[config.mk]
export PLATFORM = sky130hd
export DESIGN_NAME = if_fetch_flat
export DESIGN_NICKNAME = d
export VERILOG_FILES = /design/src/rtl/if_fetch_pkg.sv /design/src/rtl/if_fetch_if.sv /design/src/rtl/if_fetch_icache_dm.sv /design/src/rtl/if_fetch.sv /design/src/flat_wrapper.sv
export SDC_FILE = /design/constraint.sdc
export NUM_CORES = 2
export LEC_CHECK = 0
export BUFFER_PORTS_ARGS = -buffer_cell sky130_fd_sc_hd__buf_2
export CAP_MARGIN = 20
export CORE_ASPECT_RATIO = 2
export CORE_MARGIN = 2
export CORE_UTILIZATION = 63
export CTS_CLUSTER_DIAMETER = 50
export DETAILED_ROUTE_END_ITERATION = 8
export HOLD_SLACK_MARGIN = 0.12
export PLACE_DENSITY_LB_ADDON = 0.3
export SYNTH_ARGS = -nofsm -noshare
export SYNTH_HDL_FRONTEND = slang
export SYNTH_SLANG_ARGS = --single-unit
[constraint.sdc]
create_clock -name clk -period 5.7 [get_ports clk]
set_input_delay 0.855 -clock clk [delete_from_list [all_inputs] [get_ports clk]]
set_output_delay 0.855 -clock clk [all_outputs]
set_load 0.02 [all_outputs]
[src/rtl/if_fetch_pkg.sv]
// Shared types and sizing for the instruction-fetch stage and its direct-mapped icache.
package if_fetch_pkg;

  localparam int unsigned ADDR_W       = 32;
  localparam int unsigned INST_W       = 32;
  localparam int unsigned ICACHE_LINES = 64;
  localparam int unsigned ICACHE_IDX_W = 6;
  localparam int unsigned TAG_W        = ADDR_W - ICACHE_IDX_W - 2;

  localparam logic [ADDR_W-1:0] RESET_PC  = ADDR_W'(32'h0000_0000);
  localparam logic [INST_W-1:0] ZERO_WORD = INST_W'(32'h0000_0000);

  typedef enum logic [1:0] {
    IF_IDLE = 2'd0,
    IF_WAIT = 2'd1,
    IF_DROP = 2'd2
  } if_state_e;

  // Payload presented across the IF/ID boundary.
  typedef struct packed {
    logic [ADDR_W-1:0] pc;
    logic [INST_W-1:0] inst;
    logic              valid;
  } fetch_out_t;

endpackage

[src/rtl/if_fetch_if.sv]
// Fetch-stage bus: ID/EX control, memory-controller handshake and IF/ID payload.
interface if_fetch_if;
  import if_fetch_pkg::*;

  logic              stall_i;
  logic              jump_i;
  logic [ADDR_W-1:0] jump_addr_i;
  logic              mem_req_o;
  logic [ADDR_W-1:0] mem_addr_o;
  logic              mem_ready_i;
  logic [INST_W-1:0] mem_inst_i;
  logic [ADDR_W-1:0] pc_o;
  logic [INST_W-1:0] inst_o;
  logic              valid_o;

  modport master (
    output stall_i, jump_i, jump_addr_i, mem_ready_i, mem_inst_i,
    input  mem_req_o, mem_addr_o, pc_o, inst_o, valid_o
  );

  modport slave (
    input  stall_i, jump_i, jump_addr_i, mem_ready_i, mem_inst_i,
    output mem_req_o, mem_addr_o, pc_o, inst_o, valid_o
  );

endinterface

[src/rtl/if_fetch_icache_dm.sv]
// Direct-mapped one-word-per-line instruction cache: combinational lookup, single write port.
module icache_dm
  import if_fetch_pkg::*;
(
  input  logic                    clk,
  input  logic                    rst_n,
  input  logic [ICACHE_IDX_W-1:0] rd_idx,
  input  logic [TAG_W-1:0]        rd_tag,
  output logic                    hit_c,
  output logic [INST_W-1:0]       rd_word_c,
  input  logic                    we,
  input  logic [ICACHE_IDX_W-1:0] wr_idx,
  input  logic [TAG_W-1:0]        wr_tag,
  input  logic [INST_W-1:0]       wr_word
);

  logic [ICACHE_LINES-1:0] valid_q;
  logic [TAG_W-1:0]        tag_mem  [ICACHE_LINES];
  logic [INST_W-1:0]       data_mem [ICACHE_LINES];

  // Only the valid bits are reset; tag/data content is don't-care until filled.
  always_ff @(posedge clk or negedge rst_n) begin
    if (!rst_n) begin
      valid_q <= '0;
    end else if (we) begin
      valid_q[wr_idx] <= 1'b1;
    end
  end

  always_ff @(posedge clk) begin
    if (we) begin
      tag_mem[wr_idx]  <= wr_tag;
      data_mem[wr_idx] <= wr_word;
    end
  end

  always_comb begin
    hit_c     = valid_q[rd_idx] && (tag_mem[rd_idx] == rd_tag);
    rd_word_c = data_mem[rd_idx];
  end

endmodule

[src/rtl/if_fetch.sv]
// Instruction-fetch stage: PC, miss-handling FSM and IF/ID output registers around icache_dm.
module if_fetch
  import if_fetch_pkg::*;
(
  input  logic       clk,
  input  logic       rst,
  input  logic       rdy,
  if_fetch_if.slave  bus
);

  if_state_e         state_q, state_d;
  logic [ADDR_W-1:0] pc_q, pc_d;
  fetch_out_t        out_q, out_d;
  logic              mem_req_q, mem_req_d;
  logic [ADDR_W-1:0] mem_addr_q, mem_addr_d;

  logic              hit_c;
  logic [INST_W-1:0] hit_word_c;
  logic              fill_c;

  // A fill is only legal while a request is outstanding; rdy low suppresses it.
  assign fill_c = rdy && (state_q != IF_IDLE) && bus.mem_ready_i;

  icache_dm u_icache (
    .clk       (clk),
    .rst_n     (rst),
    .rd_idx    (pc_q[ICACHE_IDX_W+1:2]),
    .rd_tag    (pc_q[ADDR_W-1:ICACHE_IDX_W+2]),
    .hit_c     (hit_c),
    .rd_word_c (hit_word_c),
    .we        (fill_c),
    .wr_idx    (mem_addr_q[ICACHE_IDX_W+1:2]),
    .wr_tag    (mem_addr_q[ADDR_W-1:ICACHE_IDX_W+2]),
    .wr_word   (bus.mem_inst_i)
  );

  always_ff @(posedge clk or negedge rst) begin
    if (!rst) begin
      state_q <= IF_IDLE;
    end else if (rdy) begin
      state_q <= state_d;
    end
  end

  always_comb begin
    state_d = state_q;
    unique case (state_q)
      IF_IDLE: if (!bus.jump_i && !bus.stall_i && !hit_c) state_d = IF_WAIT;
      IF_WAIT: begin
        if (bus.mem_ready_i)  state_d = IF_IDLE;
        else if (bus.jump_i)  state_d = IF_DROP;
      end
      IF_DROP: if (bus.mem_ready_i) state_d = IF_IDLE;
      default: state_d = IF_IDLE;
    endcase
  end

  // Next values of the PC, IF/ID payload and memory request.
  always_comb begin
    pc_d       = pc_q;
    out_d      = out_q;
    mem_req_d  = mem_req_q;
    mem_addr_d = mem_addr_q;
    unique case (state_q)
      IF_IDLE: begin
        if (bus.jump_i) begin
          pc_d        = bus.jump_addr_i;
          out_d.valid = 1'b0;
        end else if (bus.stall_i) begin
          pc_d = pc_q;
        end else if (hit_c) begin
          out_d = '{pc: pc_q, inst: hit_word_c, valid: 1'b1};
          pc_d  = pc_q + ADDR_W'(4);
        end else begin
          mem_req_d   = 1'b1;
          mem_addr_d  = pc_q;
          out_d.valid = 1'b0;
        end
      end
      IF_WAIT: begin
        if (bus.mem_ready_i) mem_req_d = 1'b0;
        if (bus.jump_i) begin
          pc_d        = bus.jump_addr_i;
          out_d.valid = 1'b0;
        end else if (bus.mem_ready_i && !bus.stall_i) begin
          out_d = '{pc: pc_q, inst: bus.mem_inst_i, valid: 1'b1};
          pc_d  = pc_q + ADDR_W'(4);
        end
      end
      IF_DROP: begin
        if (bus.mem_ready_i) mem_req_d = 1'b0;
        if (bus.jump_i)      pc_d      = bus.jump_addr_i;
      end
      default: pc_d = pc_q;
    endcase
  end

  always_ff @(posedge clk or negedge rst) begin
    if (!rst) begin
      pc_q       <= RESET_PC;
      out_q      <= '{pc: ADDR_W'(0), inst: ZERO_WORD, valid: 1'b0};
      mem_req_q  <= 1'b0;
      mem_addr_q <= ADDR_W'(0);
    end else if (rdy) begin
      pc_q       <= pc_d;
      out_q      <= out_d;
      mem_req_q  <= mem_req_d;
      mem_addr_q <= mem_addr_d;
    end
  end

  assign bus.pc_o       = out_q.pc;
  assign bus.inst_o     = out_q.inst;
  assign bus.valid_o    = out_q.valid;
  assign bus.mem_req_o  = mem_req_q;
  assign bus.mem_addr_o = mem_addr_q;

endmodule
[src/flat_wrapper.sv]
// flat-port wrapper written by rule: the top's interface ports become plain ports
module if_fetch_flat import if_fetch_pkg::*;
  (clk, rst, rdy, bus_stall_i, bus_jump_i, bus_jump_addr_i, bus_mem_ready_i, bus_mem_inst_i, bus_mem_req_o, bus_mem_addr_o, bus_pc_o, bus_inst_o, bus_valid_o);
  if_fetch_if bus_i ();
  input  logic clk;
  input  logic rst;
  input  logic rdy;
  input wire logic [$bits(bus_i.stall_i)-1:0] bus_stall_i;
  input wire logic [$bits(bus_i.jump_i)-1:0] bus_jump_i;
  input wire logic [$bits(bus_i.jump_addr_i)-1:0] bus_jump_addr_i;
  input wire logic [$bits(bus_i.mem_ready_i)-1:0] bus_mem_ready_i;
  input wire logic [$bits(bus_i.mem_inst_i)-1:0] bus_mem_inst_i;
  output wire logic [$bits(bus_i.mem_req_o)-1:0] bus_mem_req_o;
  output wire logic [$bits(bus_i.mem_addr_o)-1:0] bus_mem_addr_o;
  output wire logic [$bits(bus_i.pc_o)-1:0] bus_pc_o;
  output wire logic [$bits(bus_i.inst_o)-1:0] bus_inst_o;
  output wire logic [$bits(bus_i.valid_o)-1:0] bus_valid_o;
  assign bus_i.stall_i = bus_stall_i;
  assign bus_i.jump_i = bus_jump_i;
  assign bus_i.jump_addr_i = bus_jump_addr_i;
  assign bus_i.mem_ready_i = bus_mem_ready_i;
  assign bus_i.mem_inst_i = bus_mem_inst_i;
  assign bus_mem_req_o = bus_i.mem_req_o;
  assign bus_mem_addr_o = bus_i.mem_addr_o;
  assign bus_pc_o = bus_i.pc_o;
  assign bus_inst_o = bus_i.inst_o;
  assign bus_valid_o = bus_i.valid_o;
  if_fetch u_core (.clk(clk), .rst(rst), .rdy(rdy), .bus(bus_i));
endmodule
# After elaboration in Yosys (flattened, before gate mapping)
# Memories as Yosys holds them, arrays and structs flattened.
# Index checks and enable logic that the tools add are counted.
# classes
add_sub_neg	1
n_lt_le_gt_ge	3
eq_ne	17
mux	32
bitwise	4
reduce_logical	22
# op_table
operator	n
$mux 32	6
$mux 64	3
$mux 65	2
$pmux 65 s2	1
$pmux 32 s3	1
$or 64x64->64	1
$add 32x3->32 const B	1
$eq 24x24->1	1
$lt 6x7->1 const B	2
$ne 2x2->1 const B	6
$reduce_and 6->1	2
$mux 1	11
$mux 2	4
$ne 2x1->1 const B	4
$reduce_and 4->1	2
$logic_and 1x1->1	7
$reduce_and 7->1	1
$bmux 1 s6	1
$demux 1 s6	1
$ge 6x1->1 const B	1
$ne 3x2->1 const B	2
$ne 3x3->1 const B	2
$pmux 2 s3	1
$reduce_bool 2->1	3
9 further kinds	13
# totals
regBits	196
mem_bits_rw	3584
in_bits	70
out_inout_bits	98
memories	2
# mem_list
memory	words	width	read_ports	rd_clocked_by_memory_dff	write_ports	line	source
u_core.u_icache.data_mem	64	32	1	0	1	if_fetch_icache_dm.sv:19	logic [INST_W-1:0] data_mem [ICACHE_LINES];
u_core.u_icache.tag_mem	64	24	1	0	1	if_fetch_icache_dm.sv:18	logic [TAG_W-1:0] tag_mem [ICACHE_LINES];

# Logic depth before layout (Yosys ltp)
# logic_depth
depth_word	7
depth_mapped	21
mapped_depth_nobuf	11

# Modules after synthesis
# From an unflattened synthesis, not the netlist that was laid out.
# hier_totals
hier_cells	6463
area_unflattened_um2	145544.6
# modules_own_cells
mod	n_inst	cells_per_inst	area_each_um2
icache_dm	1	5900	139347.4
if_fetch	1	563	6197.2

# Least setup slack after synthesis
# OpenSTA, ideal clock, no wires.
# synth_timing
path_kind	register -> register
start	register u_core.pc_q[2]
end	register u_core.out_q, in the netlist u_core.bus.inst_o[7]
setup_time_ns	0.127
arrival_time_ns	5.025
required_ns	5.573
setup_slack_ns	0.547
stages_incl_launch_ff	18
path_buffers	12
period_less_slack_ns	5.153
cell_sequence	dfrtp_1 > buf_4 > buf_6 > buf_6 > buf_6 > buf_6 > buf_6 > buf_4 > buf_4 > buf_1 > clkbuf_1 > buf_2 > buf_2 > mux4_2 > mux4_2 > mux4_2 > mux2_2 > mux2_1
# synth_via
elab_chain_len	5
elab_cells_between_ends	12
cone_classes	2 x eq/ne; 6 x mux; 2 x reduce/logical; 2 x memory
# synth_rtl
item	line	source
from (decl)	if_fetch.sv:12	logic [ADDR_W-1:0] pc_q, pc_d;
from (signal assigned)	if_fetch.sv:105	pc_q <= pc_d;
$mem_v2 64x24 (tied with other cells)	--	
$eq 24x24->1 (tied with other cells)	if_fetch_icache_dm.sv:38	hit_c = valid_q[rd_idx] && (tag_mem[rd_idx] == rd_tag);
$logic_and 1x1->1 / $mux 65 (equally long branches)	if_fetch_icache_dm.sv:38, if_fetch.sv:69	
$ne 2x1->1 (no line) / $mux 64 (equally long branches)	--	
$reduce_and 7->1 (no line) / $pmux 65 s2 (equally long branches)	--	
to (signal assigned)	if_fetch.sv:101	out_q <= '{pc: ADDR_W'(0), inst: ZERO_WORD, valid: 1'b0};
to (signal assigned)	if_fetch.sv:106	out_q <= out_d;
to (decl)	if_fetch.sv:13	fetch_out_t out_q, out_d;
# Parallel ways exist; a longest one is shown, timed or not. The select of a mux whose other input is x is not followed.
# A chain may end at the register's enable or synchronous reset.

# Worst setup path after layout
# layout_timing
start	register u_core.pc_q[2]
end	register u_core.mem_addr_q[19] (netlist: u_core.bus.mem_addr_o[19])
# layout_via
elab_chain_len	5
elab_cells_between_ends	7
cone_classes	1 x eq/ne; 2 x mux; 1 x bitwise; 2 x reduce/logical; 1 x memory
# layout_rtl
item	line	source
$mem_v2 64x24 / $bmux 1 s6 (equally long branches)	--	
$eq 24x24->1 / $mux 1 (equally long branches)	if_fetch_icache_dm.sv:38	
$logic_and 1x1->1 *	if_fetch_icache_dm.sv:38	
$not 1->1 (no line) *	--	
$reduce_and 5->1 (no line) *	--	
to (signal assigned)	if_fetch.sv:108	mem_addr_q <= mem_addr_d;
to (decl)	if_fetch.sv:15	logic [ADDR_W-1:0] mem_addr_q, mem_addr_d;
# Mark *: on every way between the ends. The rest lies on a longest branch, timed or not. The select of a mux whose other input is x is not followed.

==> reports/results.tsv <==
stage	metric	value	unit
drt	Post-Route WL	439000	um
global_routing	via count of the first global-routing pass	77475	
timing	final hold violations	0	
timing	Fmax	0.175	GHz
drt	routed via count	76487	
drt	Initial DRC Count	12509	
critical_path	Max FO, Critical Path	20	
timing	max_slew headroom	21.2	%
timing	Final Cycle Share	100	%
critical_path	critical path class	flop to flop	
global_routing	initial antenna violation count	17	
power_and_ir_drop	peak supply drop	0.486	mV
drt	average wire per standard cell	43.7	um
run_status	failing checks	negative setup slack	
clocking	CTS Buf Count	312	
floorplan	# IOs	168	
clocking	TritonCTS clock tree	built	
min_path	Hold Crit Depth	1	
timing	final worst path period need	5.72	ns
critical_path	arrival time worst endpoint	6.49	ns
power_and_ir_drop	Lkg Pwr	52.0	nW
yosys	Yosys top cell area share	74.0	%
layout	final net count	6846	
place	port bufs	167	
yosys	Syn. warnings	0	
layout	Final Util	70.9	%
drt	Antenna Nets Post-Route	0	
yosys	Netlist cell types	76	
clocking	clk_lat worst skew	0.91	ns
run_status	outcome	finished, violations left	
yosys	mux cell area share after synthesis	18.0	%
floorplan	Core Box Area	0.230	mm^2
yosys	Avg Cell Area, Syn	23.1	um^2
global_routing	first-pass GRT wire length	606000	um
place	DP Wirelength	230000	um
timing	Worst Slack Setup Final	-0.0232	ns
timing	Slew Limit Fails	0	
clocking	clock root cell	clkbuf_16	
critical_path	Critical Path Start Type	flop	
floorplan	die width	344	um
critical_path	R2R Setup Slk	-0.02	ns
layout	commonest non-fill, non-tap cell in the layout	edfxtp_1	
clocking	Sink Count	3780	
layout	synthesis-to-finish area growth	11.9	%
yosys	cell count after synthesis	6293	
global_routing	largest net degree at the start of global routing	114	
critical_path	R2R depth	14	
layout	Filler cells	12275	
global_routing	gr usage total	37.8	%
critical_path	CP max-delay cell	nor4_1	
layout	commonest non-fill, non-tap cells in the layout	edfxtp_1 (3584), mux4_2 (1025), clkbuf_16 (322)	
timing	setup violators final	10	
floorplan	number of core rows	249	
yosys	Syn Std Cell Area	0.145	mm^2
yosys	synth top area cells	edfxtp_1 (74%), mux4_2 (16%), dfrtp_1 (3.4%)	
floorplan	die extent in y	684	um
yosys	Mapped Nets	6368	
timing	Slew @ Worst Pin	1.18	ns
power_and_ir_drop	power per cell area	467	mW/mm^2
critical_path	CP top delay family	simple AND/OR/NAND/NOR gates	
yosys	Post-synth EDFFs	3584	
job	max cap viols	0	
floorplan	Initial Util	63.4	%
yosys	xor/xnor cell area share of the yosys netlist	0.0421	%
timing	clk_skew	0.0471	ns
clocking	CTS HTree Levels	5	
timing	RSZ-0062 raised after global routing	false	
yosys	adder-cell share of the synthesized area	0.0430	%
yosys	largest family of logic cells by synthesized area	multiplexers	
global_routing	total gr overflow	0	
critical_path	slowest stage delay, CP	0.84	ns
yosys	asr flop ratio synth	5.19	%
yosys	largest area contributor in the netlist	edfxtp_1	
critical_path	CP cell instances	buf_4 -> buf_12 -> mux4_2 -> o22ai_1 -> nor4_1 -> a211oi_2 -> xnor2_1 -> or4_1 -> or4b_1 -> or4_1 -> buf_4 -> nand4_1 -> buf_12 -> mux2_2	
drt	DR vias/cell	7.61	
place	GPL Wtd Cong	0.873	
clocking	clk buf depth	4	
yosys	Synth Area in Simple Gates	1.57	%
floorplan	total die area	0.235	mm^2
yosys	Main synth FF type	edfxtp_1	
drt	First-pass DRT Iterations	8	
min_path	Hold WC Path Type	input pin to flop	
critical_path	Crit path depth	14	
critical_path	CP Buf/Inv Count	4	
drt	Remaining DRCs	0	
yosys	Seq/Total Area, Yosys	77.4	%
layout	share of cells above drive strength 1	32.7	%
critical_path	CP endpoint kind	flop	
critical_path	Required @ worst endpoint	6.47	ns
yosys	compound-cell area share of the yosys netlist	1.86	%
place	Post-Place Worst Slack	0.141	ns
clocking	Reg clk slew, reported paths	0.07	ns
yosys	FF+latch count, synth	3780	
-- worst reg2reg max path, stage by stage (launching register included) --
cell      delay (ns)
dfrtp_4         0.53
buf_4           0.20
buf_12          0.18
mux4_2          0.39
o22ai_1         0.09
nor4_1          0.84
a211oi_2        0.32
xnor2_1         0.20
or4_1           0.54
or4b_1          0.59
or4_1           0.64
buf_4           0.25
nand4_1         0.19
buf_12          0.25
mux2_2          0.40
-- registers in the layout, indices dropped and copies added (netlist names) --
register	count
u_core.u_icache.data_mem	2048
u_core.u_icache.tag_mem	1536
u_core.u_icache.valid_q	64
u_core.bus.inst_o	32
u_core.bus.mem_addr_o	32
u_core.bus.pc_o	32
u_core.pc_q	32
u_core.state_q	2
u_core.bus.mem_req_o	1
u_core.bus.valid_o	1
-- layer usage --
metal  vias to the layer above  share of wire, %  wire length (um)  GRT usage [%]
met5                         -             0.044               194              0
met4                        20               9.9             43700           29.1
met3                      2017                11             49000           7.73
met2                      7236                50            218000           61.7
met1                     39476                29            129000           44.2
li1                      27738                 -                 -              -
-- final timing paths --
kind | end | startpoint
max reg2reg | u_core.bus.mem_addr_o[19]$_DFFE_PN0P_ | u_core.pc_q[2]$_DFFE_PN0P_
min in group asynchronous | u_core.pc_q[2]$_DFFE_PN0P_ | rst
min | u_core.u_icache.data_mem[24][30]$_DFFE_PP_ | bus_mem_inst_i[30]
max | u_core.bus.mem_addr_o[19]$_DFFE_PN0P_ | u_core.pc_q[2]$_DFFE_PN0P_
max in group asynchronous | u_core.pc_q[7]$_DFFE_PN0P_ | rst
min reg2reg | u_core.u_icache.valid_q[46]$_DFFE_PN0P_ | u_core.u_icache.valid_q[46]$_DFFE_PN0P_
-- synth_stat cells, types with 22 or more instances --
library cell / instances
a21oi_1: 67
a22oi_1: 58
buf_1: 62
buf_2: 39
buf_4: 35
clkbuf_1: 190
dfrtp_1: 196
edfxtp_1: 3584
mux2_1: 38
mux2_2: 106
mux2i_1: 143
mux4_2: 1025
nand2_1: 108
nand3_1: 54
nor2_1: 121
nor3_1: 22
o21ai_0: 29
o221ai_1: 28
o22ai_1: 28
or2_2: 65
-- what timing repair did --
action / CTS / global route
hold endpoints to repair: 84 / 0
endpoints found under the setup margin: 0 / 70
hold buffers: 1 / 0
gates resized for setup: 0 / 4
setup buffers: 0 / 4
-- metrics by stage --
| stage | power, mW | hold WS, ns | cell area, um^2 | TNS (ns) | cells |
|---|---|---|---|---|---|
| finish | 76.0 | 0.246 | 163000 | -0.0912 | 10045 |
| global route | 77.7 | 0.243 | 163000 | 0 | 10036 |
| CTS | 75.8 | 0.227 | 162000 | 0 | 10018 |
| detailed placement | 53.9 | 0.450 | 152000 | 0 | 9452 |
| global placement | 53.4 | 0.446 | 152000 | -0.0634 | 9451 |
| floorplan | 47.5 | 0.434 | 145000 | 0 | 6293 |
-- kinds of logic after synthesis --
family | after synthesis
flops | 3780
mux | 1312
simple gates | 460
compound gates | 369
buf+inv | 360
xor+xnor | 7
fa+ha+maj | 5
-- report_power, final --
group	switching, mW	internal (mW)	total, mW
Combinational	11.5	8.97	20.5
Sequential	0.923	32.7	33.6
Clock	10.0	11.9	21.9
Total	22.5	53.5	76.0
-- layout make-up --
cell class	instances	area, um^2	share of cell area (%)
clock inverters	162	1620	0.995
diodes	11	27.5	0.0169
inverters	14	62.6	0.0384
flip-flops and latches	3780	113000	69.2
repair buffers	510	4340	2.67
multi-input cells	2153	31800	19.5
clock buffers	403	8600	5.28
well taps	3012	3770	2.32
Power figures use the tool's default switching activity.
